===== src/rtl/user_reset_debouncer.sv =====
// rtl/user_reset_debouncer.sv - pushbutton to fixed-length user reset pulse with long-press flag
module user_reset_debouncer #(
  parameter int BTN_ACTIVE_LOW    = 1,
  parameter int DEBOUNCE_CYCLES   = 650000,
  parameter int PULSE_CYCLES      = 16,
  parameter int LONG_PRESS_CYCLES = 27000000,
  parameter int CNT_W             = 25
) (
  input  logic clk,
  input  logic reset_n,
  input  logic btn_raw,
  output logic user_reset,
  output logic long_press,
  output logic btn_pressed
);

  localparam logic             IDLE_LVL = (BTN_ACTIVE_LOW != 0);
  localparam logic [CNT_W-1:0] D_MAX    = CNT_W'(DEBOUNCE_CYCLES - 1);
  localparam logic [CNT_W-1:0] P_MAX    = CNT_W'(PULSE_CYCLES - 1);
  localparam logic [CNT_W-1:0] L_MAX    = CNT_W'(LONG_PRESS_CYCLES - 1);

  typedef enum logic [2:0] {
    S_IDLE    = 3'd0,
    S_ARM     = 3'd1,
    S_PULSE   = 3'd2,
    S_HELD    = 3'd3,
    S_RELEASE = 3'd4
  } state_t;

  logic             s1, s2;
  logic             p_sync;
  logic [1:0]       fill;
  logic             ready;
  state_t           state, state_n;
  logic [CNT_W-1:0] dcnt, dcnt_n;
  logic [CNT_W-1:0] pcnt, pcnt_n;
  logic [CNT_W-1:0] hcnt, hcnt_n, hcnt_inc;
  logic             lp_done, lp_done_n;
  logic             lp_n;

  // Two-flop synchroniser; resets to the unpressed raw level.
  always_ff @(posedge clk or negedge reset_n) begin
    if (!reset_n) begin
      s1 <= IDLE_LVL;
      s2 <= IDLE_LVL;
    end else begin
      s1 <= btn_raw;
      s2 <= s1;
    end
  end

  // Normalised level: 1 = pressed, regardless of button polarity.
  assign p_sync = s2 ^ IDLE_LVL;

  // A press is only accepted after a genuine unpressed sample has been seen since reset,
  // so a button already held when reset_n releases cannot fire a pulse.
  always_ff @(posedge clk or negedge reset_n) begin
    if (!reset_n) begin
      fill  <= 2'd0;
      ready <= 1'b0;
    end else begin
      if (fill != 2'd2) fill <= fill + 2'd1;
      if (fill == 2'd2 && !p_sync) ready <= 1'b1;
    end
  end

  assign hcnt_inc = (hcnt == L_MAX) ? hcnt : hcnt + 1'b1;

  // State register, counters and registered outputs.
  always_ff @(posedge clk or negedge reset_n) begin
    if (!reset_n) begin
      state       <= S_IDLE;
      dcnt        <= '0;
      pcnt        <= '0;
      hcnt        <= '0;
      lp_done     <= 1'b0;
      user_reset  <= 1'b0;
      long_press  <= 1'b0;
      btn_pressed <= 1'b0;
    end else begin
      state       <= state_n;
      dcnt        <= dcnt_n;
      pcnt        <= pcnt_n;
      hcnt        <= hcnt_n;
      lp_done     <= lp_done_n;
      user_reset  <= (state_n == S_PULSE);
      long_press  <= lp_n;
      btn_pressed <= (state_n == S_PULSE) || (state_n == S_HELD) || (state_n == S_RELEASE);
    end
  end

  // Next-state and counter logic.
  always_comb begin
    state_n   = state;
    dcnt_n    = dcnt;
    pcnt_n    = pcnt;
    hcnt_n    = hcnt;
    lp_done_n = lp_done;
    lp_n      = 1'b0;
    case (state)
      S_IDLE: begin
        dcnt_n = '0;
        if (p_sync && ready) state_n = S_ARM;
      end
      S_ARM: begin
        if (!p_sync) begin
          state_n = S_IDLE;
          dcnt_n  = '0;
        end else if (dcnt == D_MAX) begin
          state_n = S_PULSE;
          pcnt_n  = '0;
          hcnt_n  = '0;
        end else begin
          dcnt_n = dcnt + 1'b1;
        end
      end
      S_PULSE: begin
        // The pulse runs to full length; the button level is ignored here.
        hcnt_n = hcnt_inc;
        if (pcnt == P_MAX) state_n = S_HELD;
        else pcnt_n = pcnt + 1'b1;
      end
      S_HELD: begin
        hcnt_n = hcnt_inc;
        if (hcnt == L_MAX && !lp_done) begin
          lp_n      = 1'b1;
          lp_done_n = 1'b1;
        end
        if (!p_sync) begin
          state_n = S_RELEASE;
          dcnt_n  = '0;
        end
      end
      S_RELEASE: begin
        hcnt_n = hcnt_inc;
        if (p_sync) begin
          state_n = S_HELD;
        end else if (dcnt == D_MAX) begin
          state_n   = S_IDLE;
          lp_done_n = 1'b0;
        end else begin
          dcnt_n = dcnt + 1'b1;
        end
      end
      default: begin
        state_n   = S_IDLE;
        dcnt_n    = '0;
        pcnt_n    = '0;
        hcnt_n    = '0;
        lp_done_n = 1'b0;
      end
    endcase
  end

endmodule


===== config.mk =====
export PLATFORM = sky130hd
export DESIGN_NAME = user_reset_debouncer
export DESIGN_NICKNAME = d
export VERILOG_FILES = /design/src/rtl/user_reset_debouncer.sv
export SDC_FILE = /design/constraint.sdc
export NUM_CORES = 1
export LEC_CHECK = 0
export BUFFER_PORTS_ARGS = -buffer_cell sky130_fd_sc_hd__buf_4
export CORE_ASPECT_RATIO = 2
export CORE_MARGIN = 2
export CORE_UTILIZATION = 39
export DETAILED_ROUTE_END_ITERATION = 8
export SETUP_SLACK_MARGIN = 0.1
export SLEW_MARGIN = 10
export SYNTH_ARGS = -nofsm -noshare
export SYNTH_HDL_FRONTEND = slang
export SYNTH_SLANG_ARGS = --single-unit

===== constraint.sdc =====
create_clock -name clk -period 3.5 [get_ports clk]
set_clock_uncertainty 0.1 [all_clocks]
set_input_delay 0.35 -clock clk [delete_from_list [all_inputs] [get_ports clk]]
set_output_delay 0.35 -clock clk [all_outputs]
set_load 0.05 [all_outputs]

== Word-level counts from Yosys, hierarchy flattened ==
Index checks and enable logic that the tools add are counted.

* $add $sub $neg: 4
* Bitwise operators: 5
* Equal/unequal tests: 20
* Muxes and demuxes: 25
* Reductions and logical operators: 14

{| class="wikitable"
|+ Operators by type and width
! cell !! number
|-
| 2-to-1 mux 25 bit || 8
|-
| case mux 25 bit (3 select lines) || 2
|-
| case mux 25 bit (4 select lines) || 1
|-
| adder 25 x 1 -> 25 bit, second input constant || 3
|-
| equality test 25 x 20 -> 1 bit, second input constant || 1
|-
| equality test 25 bit, second input constant || 1
|-
| equality test 25 x 4 -> 1 bit, second input constant || 1
|-
| 2-to-1 mux 3 bit || 7
|-
| inequality test 2 bit, second input constant || 9
|-
| case mux 3 bit (5 select lines) || 1
|-
| equality test 3 x 2 -> 1 bit, second input constant || 4
|-
| AND reduction 4 bit || 3
|-
| OR reduction 3 bit || 3
|-
| equality test 3 bit, second input constant || 2
|-
| 2-to-1 mux 1 bit || 5
|-
| NOT 1 bit || 5
|-
| equality test 3 x 1 -> 1 bit, second input constant || 1
|-
| logical AND 1 bit || 3
|-
| logical NOT 3 bit || 1
|-
| case mux 1 bit (3 select lines) || 1
|-
| AND reduction 3 bit || 1
|-
| adder 2 x 1 -> 2 bit, second input constant || 1
|-
| equality test 2 bit, second input constant || 1
|-
| logical OR 1 bit || 2
|-
| logical NOT 1 bit || 1
|}

* Output and inout port bits: 3
* Word-level logic and storage cells: 80
* Flip-flop bits (word level): 87
* Input bits: 3

== Logic depth before layout (Yosys ltp) ==
Gate-level depths: netlist (run 1).

* Depth after elaboration: 7
* Mapped depth: 9
* Gate-level depth less buffers: 7

== Least setup slack after synthesis (run 1) ==
OpenSTA, ideal clock, no wires.

* Path kind: reg2reg
* From: register pcnt[0] (netlist name)
* To: register hcnt[13]
* Data arrival time: 2.242 ns
* Cell stages (with the launch flop): 9
* Data required time: 3.334 ns
* Clock period less this slack: 2.408 ns
* Path buffers: 1
* Setup time: 0.066 ns
* Slack: 1.092 ns
* Cells stage by stage: dfrtp_1 ha_1 and3_1 nand4_1 or4_4 and3b_4 buf_6 or4_1 nand2_1

{| class="wikitable"
|+ RTL lines
! item !! line !! source
|-
| end signal, assigned || 84 || <nowiki>hcnt <= hcnt_n;</nowiki>
|-
| end, declared || 37 || <nowiki>logic [CNT_W-1:0] hcnt, hcnt_n, hcnt_inc;</nowiki>
|}

== Worst setup path after layout (run 1) ==
* From: register dcnt[6]
* To: register hcnt[5]

* Word-level cells in the longest chain between the ends: 3

{| class="wikitable"
|+ Ends and longest elaborated chain
! item !! line !! source
|-
| start, declared || 35 || <nowiki>logic [CNT_W-1:0] dcnt, dcnt_n;</nowiki>
|-
| start signal, assigned || 82 || <nowiki>dcnt <= dcnt_n;</nowiki>
|-
| equality test 25 x 20 -> 1 bit || 109 || <nowiki>end else if (dcnt == D_MAX) begin</nowiki>
|-
| inequality test 2 bit (no source line) || -- ||
|-
| AND reduction 4 bit (no source line) || -- ||
|}

No other way between the ends.
A chain may end at the register's enable or synchronous reset.

==> results.ini, run 1 <==
[min_path]
hp-class=primary input to flop
min_from=btn_raw
hold_end=s1$_DFF_PN1_
worstHoldPathCells=1

[route]
routedWlPerCell_um=16.7
wl_met2_mm=6.17
drc_errors=0
drtPass1Iterations=5
drt-initial-drc-count=288
routed_wl_mm=11.2
viasPerCell=5.89
routed-wl-met3_um=281
highest_layer=met4
wl_met1_mm=4.45
vias=3953
ant_nets=0

[cells_and_area]
fin_nets=527
drive_gt1_frac=0.0802
area_growth_pct=10.9
fillers=1150
antenna_cells=0

[timing]
period_share=0.820
slew_headroom=0.502
max_freq_ghz=0.348
finalMaxSlewViolations=0
finalSetupViolCount=0
tightest_slew_ps=745
fin_hold_ws_ps=20.8
hold_viol=0
min_period_ps=2870
rsz0062_at_grt=no
finalWorstSetupSlack_ps=630
fin_tns_setup_ps=0

[global_route]
grt_remaining_overflow=0
grt_max_degree=43
grt_pass1_wl_mm=19.0
grt_usage=0.183
grt_pass1_vias=4036
antenna_found_initial=0

[pwr]
power.total_mw=2.12
ir_worst_vdd_v=0.000239
p_leak_nw=2.19
powerDensity_mw_per_mm2=403

[worst_setup_path]
critical_path_required_ps=3670
rr_startpoint=dcnt[6]$_DFFE_PN0P_
r2r-end=hcnt[5]$_DFFE_PN0P_
reg2reg_slack_ps=630
critical_path.startpoint_type=flop
critPathKind=flop to flop
worstSetupEndpointType=flop
crit_path_max_fanout=14
cp_data_arrival_time_ps=3040
reg2reg_depth=6

[synthesis]
synthFlopType=dfrtp_1
synth_seq_cells=87
synth_edf_count=0
synthCells=516
async_flop_share=1.00
yosysWarnings=0
ys_seq_area_frac=0.459
syn_nets=523
syn-cell-area_mm2=0.00475
synth_cell_type_count=57
synth_area_per_cell_um2=9.21

[floorplanning]
ioPinCount=6
die_w_um=82.1
core-area_mm2=0.0121
die_y_um=160
dieArea_mm2=0.0131
rows=57
start_util=0.394

[cts]
clock_latency_ps=340
cts_sinks=87
path_clk_slew_ps=70
clockRootBuffer=clkbuf_16
numCtsBuffers=9
clock_path_buffers=2
htreeDepth=3
cts_tree=built

[flow_run]
drv_cap=0

[placement]
port_buffers=5
hpwl_mm=8.09
place_ws_ps=660
place_congestion=0.876

[status]
status=complete, no violations

state kept, by name, indices dropped and copies added, names as in the netlist:
register / flops
hcnt: 25
user_reset: 1
dcnt: 25
pcnt: 25
fill: 2
s1: 1
lp_done: 1
s2: 1
long_press: 1
ready: 1
btn_pressed: 1
state: 3
timing repair:
item / CTS / global route
resized for setup: 0 / 0
buffers inserted: 0 / 0
hold endpoints to repair: 31 / 0
setup endpoints to repair: 0 / 0
hold buffers: 1 / 0
cell type report:
type,instances,area (um2),share of cell area
tap,147,184,0.0349
timing repair buffer,13,100,0.0190
clock inverter,3,67.6,0.0128
sequential,87,2180,0.414
multi-input combinational,401,2450,0.465
clock buffer,12,256,0.0487
inverter,8,30.0,0.00570
Yosys cell counts (3+ instances only):
cell,n,share of area
a21oi_1,21,0.022
a31oi_1,3,0.0039
and2_1,6,0.0079
and3_1,14,0.018
and4_1,9,0.017
buf_2,6,0.0063
clkbuf_1,13,0.010
dfrtp_1,85,0.45
ha_1,4,0.011
inv_1,8,0.0063
nand2_1,46,0.036
nand2b_1,3,0.0039
nand3_1,38,0.040
nand4_1,27,0.036
nor2_1,63,0.050
nor2b_1,3,0.0039
nor3_1,11,0.012
nor3b_1,4,0.0063
nor4_1,7,0.0092
nor4b_1,4,0.0074
o211ai_1,12,0.019
o21ai_0,18,0.019
o31ai_1,3,0.0047
or3_1,11,0.014
or4_1,13,0.021
xnor2_1,14,0.026
xor2_1,32,0.059
how the worst max path moves through the flow:
stage / start / slack (ps) / endpoint / cells past startpoint
2_1_floorplan: pcnt[0]$_DFFE_PN0P_ / 1090 / hcnt[13]$_DFFE_PN0P_ / 8
3_3_place_gp: dcnt[4]$_DFFE_PN0P_ / 720 / hcnt[5]$_DFFE_PN0P_ / 6
3_5_place_dp: dcnt[6]$_DFFE_PN0P_ / 660 / hcnt[5]$_DFFE_PN0P_ / 6
4_1_cts: dcnt[6]$_DFFE_PN0P_ / 630 / hcnt[5]$_DFFE_PN0P_ / 6
5_1_grt: dcnt[4]$_DFFE_PN0P_ / 280 / hcnt[5]$_DFFE_PN0P_ / 6
6_report: dcnt[6]$_DFFE_PN0P_ / 630 / hcnt[5]$_DFFE_PN0P_ / 6
through the flow:
stage	std cells	area, um2	util
final	671	5270	0.437
after detailed placement	655	4940	0.410
after global placement	655	4940	0.410
after CTS	671	5270	0.437
after floorplan	516	4750	-
after global routing	671	5270	0.437
critical path, cell delays in order, from the launching register on:
cell     delay (ps)
dfrtp_1         420
nor4_1          460
nand4_2         280
o31ai_4         450
nand3_1         380
or4_1           570
a21oi_1         150
power breakdown:
group | internal, mW | switching (mW) | total (mW)
clock network | 0.661 | 0.384 | 1.04
logic | 0.0138 | 0.0412 | 0.0551
registers | 1.01 | 0.0109 | 1.02
total | 1.69 | 0.436 | 2.12
routing by layer:
metal | vias to the layer above | GRT usage
met3 | 23 | 0.0232
met4 | 0 | 0.0788
met5 | - | 0
li1 | 1889 | -
met2 | 88 | 0.328
met1 | 1953 | 0.209
cell usage in the layout, fill, tap and decap left out, types with 3 or more instances in the layout:
cell and count:
nand3_1 38, o21ai_0 18, nand2b_1 3, a31oi_1 3, inv_1 8, a21oi_1 21, nor4_1 7, nor3b_1 4
nand2_1 46, and3_1 14, dfrtp_1 85, or4_1 13, and4_1 9, nor3_1 11, buf_4 12, nand4_1 27
and2_1 6, o211ai_1 12, xnor2_1 14, or3_1 11, nor2_1 63, clkbuf_16 9, nor2b_1 3, nor4b_1 4
o31ai_1 3, ha_1 4, xor2_1 32
kinds of logic after synthesis:
| family | Yosys count | synth area share |
|---|---|---|
| buffers and inverters | 28 | 0.0253 |
| DFF | 87 | 0.459 |
| adders and majority gates | 4 | 0.0105 |
| muxes | 1 | 0.00211 |
| and+or+nand+nor | 276 | 0.317 |
| xor gates and xnor gates | 46 | 0.0848 |
| AOI/OAI and AO/OA | 74 | 0.102 |
Note: power is estimated with default switching activity, not from simulation.
==> run 2, diff against run 1 <==
Clock period 3.5 ns to 2.35 ns, I/O delays scaled along.
==> run 2 against run 1 <==
Compared with the run above:
- the run now ends with negative setup slack left
- critical path type unchanged
- critical path depth is the same
- wire length grew 24%
- combinational power grew 110%
==> results.ini, run 2 (synthesis results as in run 1) <==
[timing]
finalMaxSlewViolations=0  ; unchanged
hold_viol=0  ; unchanged
fin_hold_ws_ps=259  ; +239 ps
finalSetupViolCount=6  ; +6
fin_tns_setup_ps=-211  ; -211 ps
max_freq_ghz=0.416  ; +19%
finalWorstSetupSlack_ps=-53.0  ; -683 ps
rsz0062_at_grt=yes
slew_headroom=0.660  ; +0.157
tightest_slew_ps=511  ; -235 ps
min_period_ps=2400  ; -467 ps
period_share=1.02  ; +0.203

[floorplanning]
rows=57  ; unchanged
core-area_mm2=0.0121  ; unchanged
die_w_um=82.1  ; unchanged
die_y_um=160  ; unchanged
start_util=0.394  ; unchanged
dieArea_mm2=0.0131  ; unchanged
ioPinCount=6  ; unchanged

[global_route]
grt_pass1_wl_mm=21.8  ; +15%
grt_remaining_overflow=0  ; unchanged
grt_pass1_vias=4612  ; +14%
grt_usage=0.213  ; +0.0299
grt_max_degree=51  ; +19%
antenna_found_initial=0  ; unchanged

[min_path]
min_from=s1$_DFF_PN1_
worstHoldPathCells=0  ; -1
hold_end=s2$_DFF_PN1_
hp-class=flop to flop

[route]
viasPerCell=5.90  ; +0.12%
routed_wl_mm=13.9  ; +24%
drt-initial-drc-count=334  ; +16%
drtPass1Iterations=5  ; unchanged
ant_nets=0  ; unchanged
vias=4536  ; +15%
routedWlPerCell_um=18.0  ; +7.8%
drc_errors=0  ; unchanged

[cts]
clock_path_buffers=2  ; unchanged
cts_sinks=87  ; unchanged
htreeDepth=3  ; unchanged
cts_tree=built
clockRootBuffer=clkbuf_16
path_clk_slew_ps=70  ; about the same
numCtsBuffers=9  ; unchanged
clock_latency_ps=350  ; about the same

[worst_setup_path]
reg2reg_slack_ps=-50  ; -680 ps
critPathKind=flop to flop
r2r-end=hcnt[7]$_DFFE_PN0P_
reg2reg_depth=6  ; unchanged
crit_path_top_delay_cell=or4_1
cpPeakStageDelay_ps=540  ; -30 ps
path_delay_family=simple AND/OR/NAND/NOR gates
crit_chain=nor4_2 -> nand4_1 -> or4_4 -> and3b_4 -> or4_1 -> nand2_1
crit_path_max_fanout=7  ; -7
cp_data_arrival_time_ps=2580  ; -460 ps
critical_path_required_ps=2530  ; -1140 ps
critical_path.startpoint_type=flop
worstSetupEndpointType=flop
cp.buffers_inverters=0  ; unchanged
rr_startpoint=pcnt[17]$_DFFE_PN0P_

[cells_and_area]
fin_cells=769  ; +15%
final_common_cell=buf_4
fin_nets=624  ; +18%
finalCoreUtilization=0.540  ; +0.102
antenna_cells=0  ; unchanged
final_cell_mix=88 x buf_4, 85 x dfrtp_1, 55 x nor2_1, 45 x nand2_1, 33 x nand3_1
drive_gt1_frac=0.310  ; +0.230
reg_top3=dcnt x25, hcnt x25, pcnt x25
area_growth_pct=36.8

[status]
violations=negative setup slack
status=complete, but fails checks

[placement]
port_buffers=5  ; unchanged
place_congestion=0.883  ; +0.79%
hpwl_mm=9.37  ; +16%
place_ws_ps=-41.1  ; -701 ps
dp_cells=730  ; +11%

[flow_run]
drv_cap=0  ; unchanged

[pwr]
ir_worst_vdd_v=0.000350  ; +46%
powerDensity_mw_per_mm2=508  ; +26%
p_leak_nw=2.80  ; +28%

## run 2: changes by cell type in the layout (fill, tap and decap cells not counted), sizes merged
cell	previous run	this run
buf	12	104
and3b	2	3
bufinv	2	3
clkbuf	12	13
clkdlybuf4s15	0	1
clkinv	0	1
dlygate4sd3	1	2
## run 2: per-stage QoR
step	cell area, um2	power (mW)
floorplan	4790	1.58
global placement	5560	1.65
detailed placement	5560	1.65
CTS	6130	3.33
global route	6500	3.41
finish	6500	3.30
## run 2: final cells by class
class	instances	area, um2
well taps	147	184
multi-input cells	402	2820
fillers	1047	5550
inverters	8	30.0
flip-flops and latches	87	2180
repair buffers	109	942
clock inverters	5	106
clock buffers	11	243
## run 2: where the power goes
| part | switching [mW] | leakage, nW | internal [mW] | total, mW |
|---|---|---|---|---|
| registers | 0.00892 | 1.20 | 1.51 | 1.51 |
| logic | 0.0758 | 1.44 | 0.0389 | 0.115 |
| clock network | 0.605 | 0.166 | 1.07 | 1.68 |
## run 2: per-layer routing
metal  track usage  vias to the layer above  wire, um
li1              -                     2083         -
met4         0.115                        0       750
met2         0.401                      146      7950
met1         0.211                     2251      4730
met3        0.0305                       56       449
met5             0                        -         0
## run 2: timing repair
item | CTS | global route
setup endpoints to repair | 44 | 57
hold buffers | 2 | 0
pin swaps | 11 | 27
setup buffers | 9 | 7
resized for setup | 23 | 60
endpoints found under the hold margin | 36 | 0
cloned | 1 | 4
## run 2: how the worst max path moves through the flow
stage	end	startpoint	cells past startpoint	slack, ps
floorplan	hcnt[14]$_DFFE_PN0P_	pcnt[6]$_DFFE_PN0P_	8	3
global placement	pcnt[9]$_DFFE_PN0P_	dcnt[6]$_DFFE_PN0P_	8	0.1
detailed placement	hcnt[5]$_DFFE_PN0P_	dcnt[24]$_DFFE_PN0P_	6	-40
CTS	hcnt[11]$_DFFE_PN0P_	pcnt[18]$_DFFE_PN0P_	6	2
global route	hcnt[20]$_DFFE_PN0P_	pcnt[17]$_DFFE_PN0P_	6	-90
finish	hcnt[7]$_DFFE_PN0P_	pcnt[17]$_DFFE_PN0P_	6	-50
==> run 3, diff against run 2 <==
Settings changed: BUFFER_PORTS_ARGS -buffer_cell sky130_fd_sc_hd__buf_4 to -buffer_cell sky130_fd_sc_hd__buf_2, HOLD_SLACK_MARGIN from default to 0.02.
==> run 3 against run 2 <==
Compared with the run above:
- core utilization decreased by 2.5 points
- critical path type unchanged
- critical endpoint is now hcnt[16]$_DFFE_PN0P_
- critical path depth increased by 1
- global-route usage decreased by 1.6 points
- the flow now finishes without violations
- sequential cell count unchanged
==> results.ini, run 3 (synthesis results as in run 1) <==
[worst_setup_path]
rr_startpoint=pcnt[0]$_DFFE_PN0P_
critical_path.startpoint_type=flop
worstSetupEndpointType=flop
r2r-end=hcnt[16]$_DFFE_PN0P_
crit_path_max_fanout=6  ; -1
cp_data_arrival_time_ps=2520  ; -60 ps
critical_path_required_ps=2530  ; about the same
reg2reg_slack_ps=10  ; +70 ps
critPathKind=flop to flop
reg2reg_depth=7  ; +1

[route]
drc_errors=0  ; unchanged
viasPerCell=5.69  ; -3.5%
drtPass1Iterations=4  ; -1
ant_nets=0  ; unchanged
routed_wl_mm=12.6  ; -9.4%
routedWlPerCell_um=16.7  ; -7.3%
vias=4276  ; -5.7%
drt-initial-drc-count=252  ; -25%

[placement]
port_buffers=5  ; unchanged
hpwl_mm=8.78  ; -6.3%
place_ws_ps=-195  ; -154 ps
place_congestion=0.861  ; -2.5%
dp_cells=718  ; -1.6%

[timing]
period_share=0.994  ; -0.0283
hold_viol=0  ; unchanged
tightest_slew_ps=664  ; +154 ps
fin_tns_setup_ps=0  ; +211 ps
max_freq_ghz=0.428  ; +2.8%
rsz0062_at_grt=yes
finalMaxSlewViolations=0  ; unchanged
finalWorstSetupSlack_ps=13.4  ; +66.5 ps
min_period_ps=2340  ; -66.5 ps
finalSetupViolCount=0  ; -6
slew_headroom=0.552  ; -0.108

[pwr]
p_leak_nw=2.68  ; -4.4%
powerDensity_mw_per_mm2=506  ; -0.37%
power.total_mw=3.14  ; -5.0%
ir_worst_vdd_v=0.000338  ; -3.5%

[min_path]
hp-class=flop to flop
hold_end=s2$_DFF_PN1_
worstHoldPathCells=0  ; unchanged
min_from=s1$_DFF_PN1_

[cts]
htreeDepth=3  ; unchanged
numCtsBuffers=9  ; unchanged
clock_path_buffers=2  ; unchanged
cts_sinks=87  ; unchanged
clock_latency_ps=340  ; about the same
path_clk_slew_ps=70  ; about the same
cts_tree=built
clockRootBuffer=clkbuf_16

[floorplanning]
core-area_mm2=0.0121  ; unchanged
die_y_um=160  ; unchanged
ioPinCount=6  ; unchanged
dieArea_mm2=0.0131  ; unchanged
rows=57  ; unchanged
start_util=0.394  ; unchanged
die_w_um=82.1  ; unchanged

[cells_and_area]
reg_top3=dcnt x25, hcnt x25, pcnt x25
drive_gt1_frac=0.265  ; -0.0454
final_cell_mix=84 x dfrtp_1, 71 x buf_4, 56 x nor2_1, 44 x nand2_1, 37 x nand3_1
antenna_cells=0  ; unchanged
final_common_cell=dfrtp_1
area_growth_pct=30.5
fin_nets=606  ; -2.9%
fin_cells=751  ; -2.3%

[global_route]
grt_pass1_vias=4313  ; -6.5%
grt_usage=0.197  ; -0.0156
grt_pass1_wl_mm=20.2  ; -7.3%
grt_remaining_overflow=0  ; unchanged
antenna_found_initial=0  ; unchanged
grt_max_degree=40  ; -22%

[flow_run]
drv_cap=0  ; unchanged

[status]
status=complete, no violations

==> run 3: cell types whose count changed in the layout (fill, tap and decap cells not counted), sizes merged <==
cell / previous run / this run
buf: 104 / 88
bufinv: 3 / 2
clkdlybuf4s15: 1 / 0
==> run 3: how the worst max path moves through the flow <==
stage | from | end | slack [ps]
finish | pcnt[0]$_DFFE_PN0P_ | hcnt[16]$_DFFE_PN0P_ | 10
global route | dcnt[5]$_DFFE_PN0P_ | hcnt[14]$_DFFE_PN0P_ | -100
global placement | dcnt[24]$_DFFE_PN0P_ | pcnt[17]$_DFFE_PN0P_ | -160
detailed placement | dcnt[24]$_DFFE_PN0P_ | pcnt[19]$_DFFE_PN0P_ | -200
floorplan | pcnt[6]$_DFFE_PN0P_ | hcnt[14]$_DFFE_PN0P_ | 3
CTS | dcnt[24]$_DFFE_PN0P_ | pcnt[10]$_DFFE_PN0P_ | -10
==> run 3: worst max-delay path, cell delays in order, from the launching register on <==
cell and delay [ps]:
dfrtp_1 360, ha_2 180, and3_4 200, nand4_1 110, or4_4 480, and3b_2 310
or4_1 470, nand2_1 60
==> run 3: through the flow <==
stage	utilization	hold slack, ps	area [um2]
floorplan	-	-161	4790
global placement	0.453	138	5460
detailed placement	0.453	150	5460
CTS	0.489	257	5900
global route	0.515	260	6200
finish	0.515	255	6200
==> run 3: metal layers <==
layer	vias up	GRT usage	part of all wire
met4	0	0.105	0.043
li1	2054	-	-
met1	2103	0.211	0.38
met3	37	0.0271	0.022
met5	-	0	0
met2	82	0.357	0.56
==> run 3: layout make-up <==
cell class / count / area, um2
Clock buffer: 12 / 236
Clock inverter: 4 / 72.6
Inverter: 8 / 30.0
Fill cell: 1077 / 5850
Timing Repair Buffer: 91 / 774
Sequential cell: 87 / 2180
Tap cell: 147 / 184
Multi-Input combinational cell: 402 / 2730
==> run 3: report_power, final <==
group	internal (mW)	total, mW	switching, mW	leakage [nW]
Combinational	0.0339	0.109	0.0750	1.34
Sequential	1.51	1.51	0.00822	1.19
Clock	0.932	1.52	0.586	0.147
Total	2.47	3.14	0.669	2.68
==> run 3: repair_timing <==
action | CTS | global route
cloned | 1 | 2
hold buffers | 2 | 0
setup buffers | 4 | 8
endpoints found under the hold margin | 38 | 0
resized for setup | 14 | 46
setup endpoints to repair | 44 | 57
pin swaps | 6 | 20
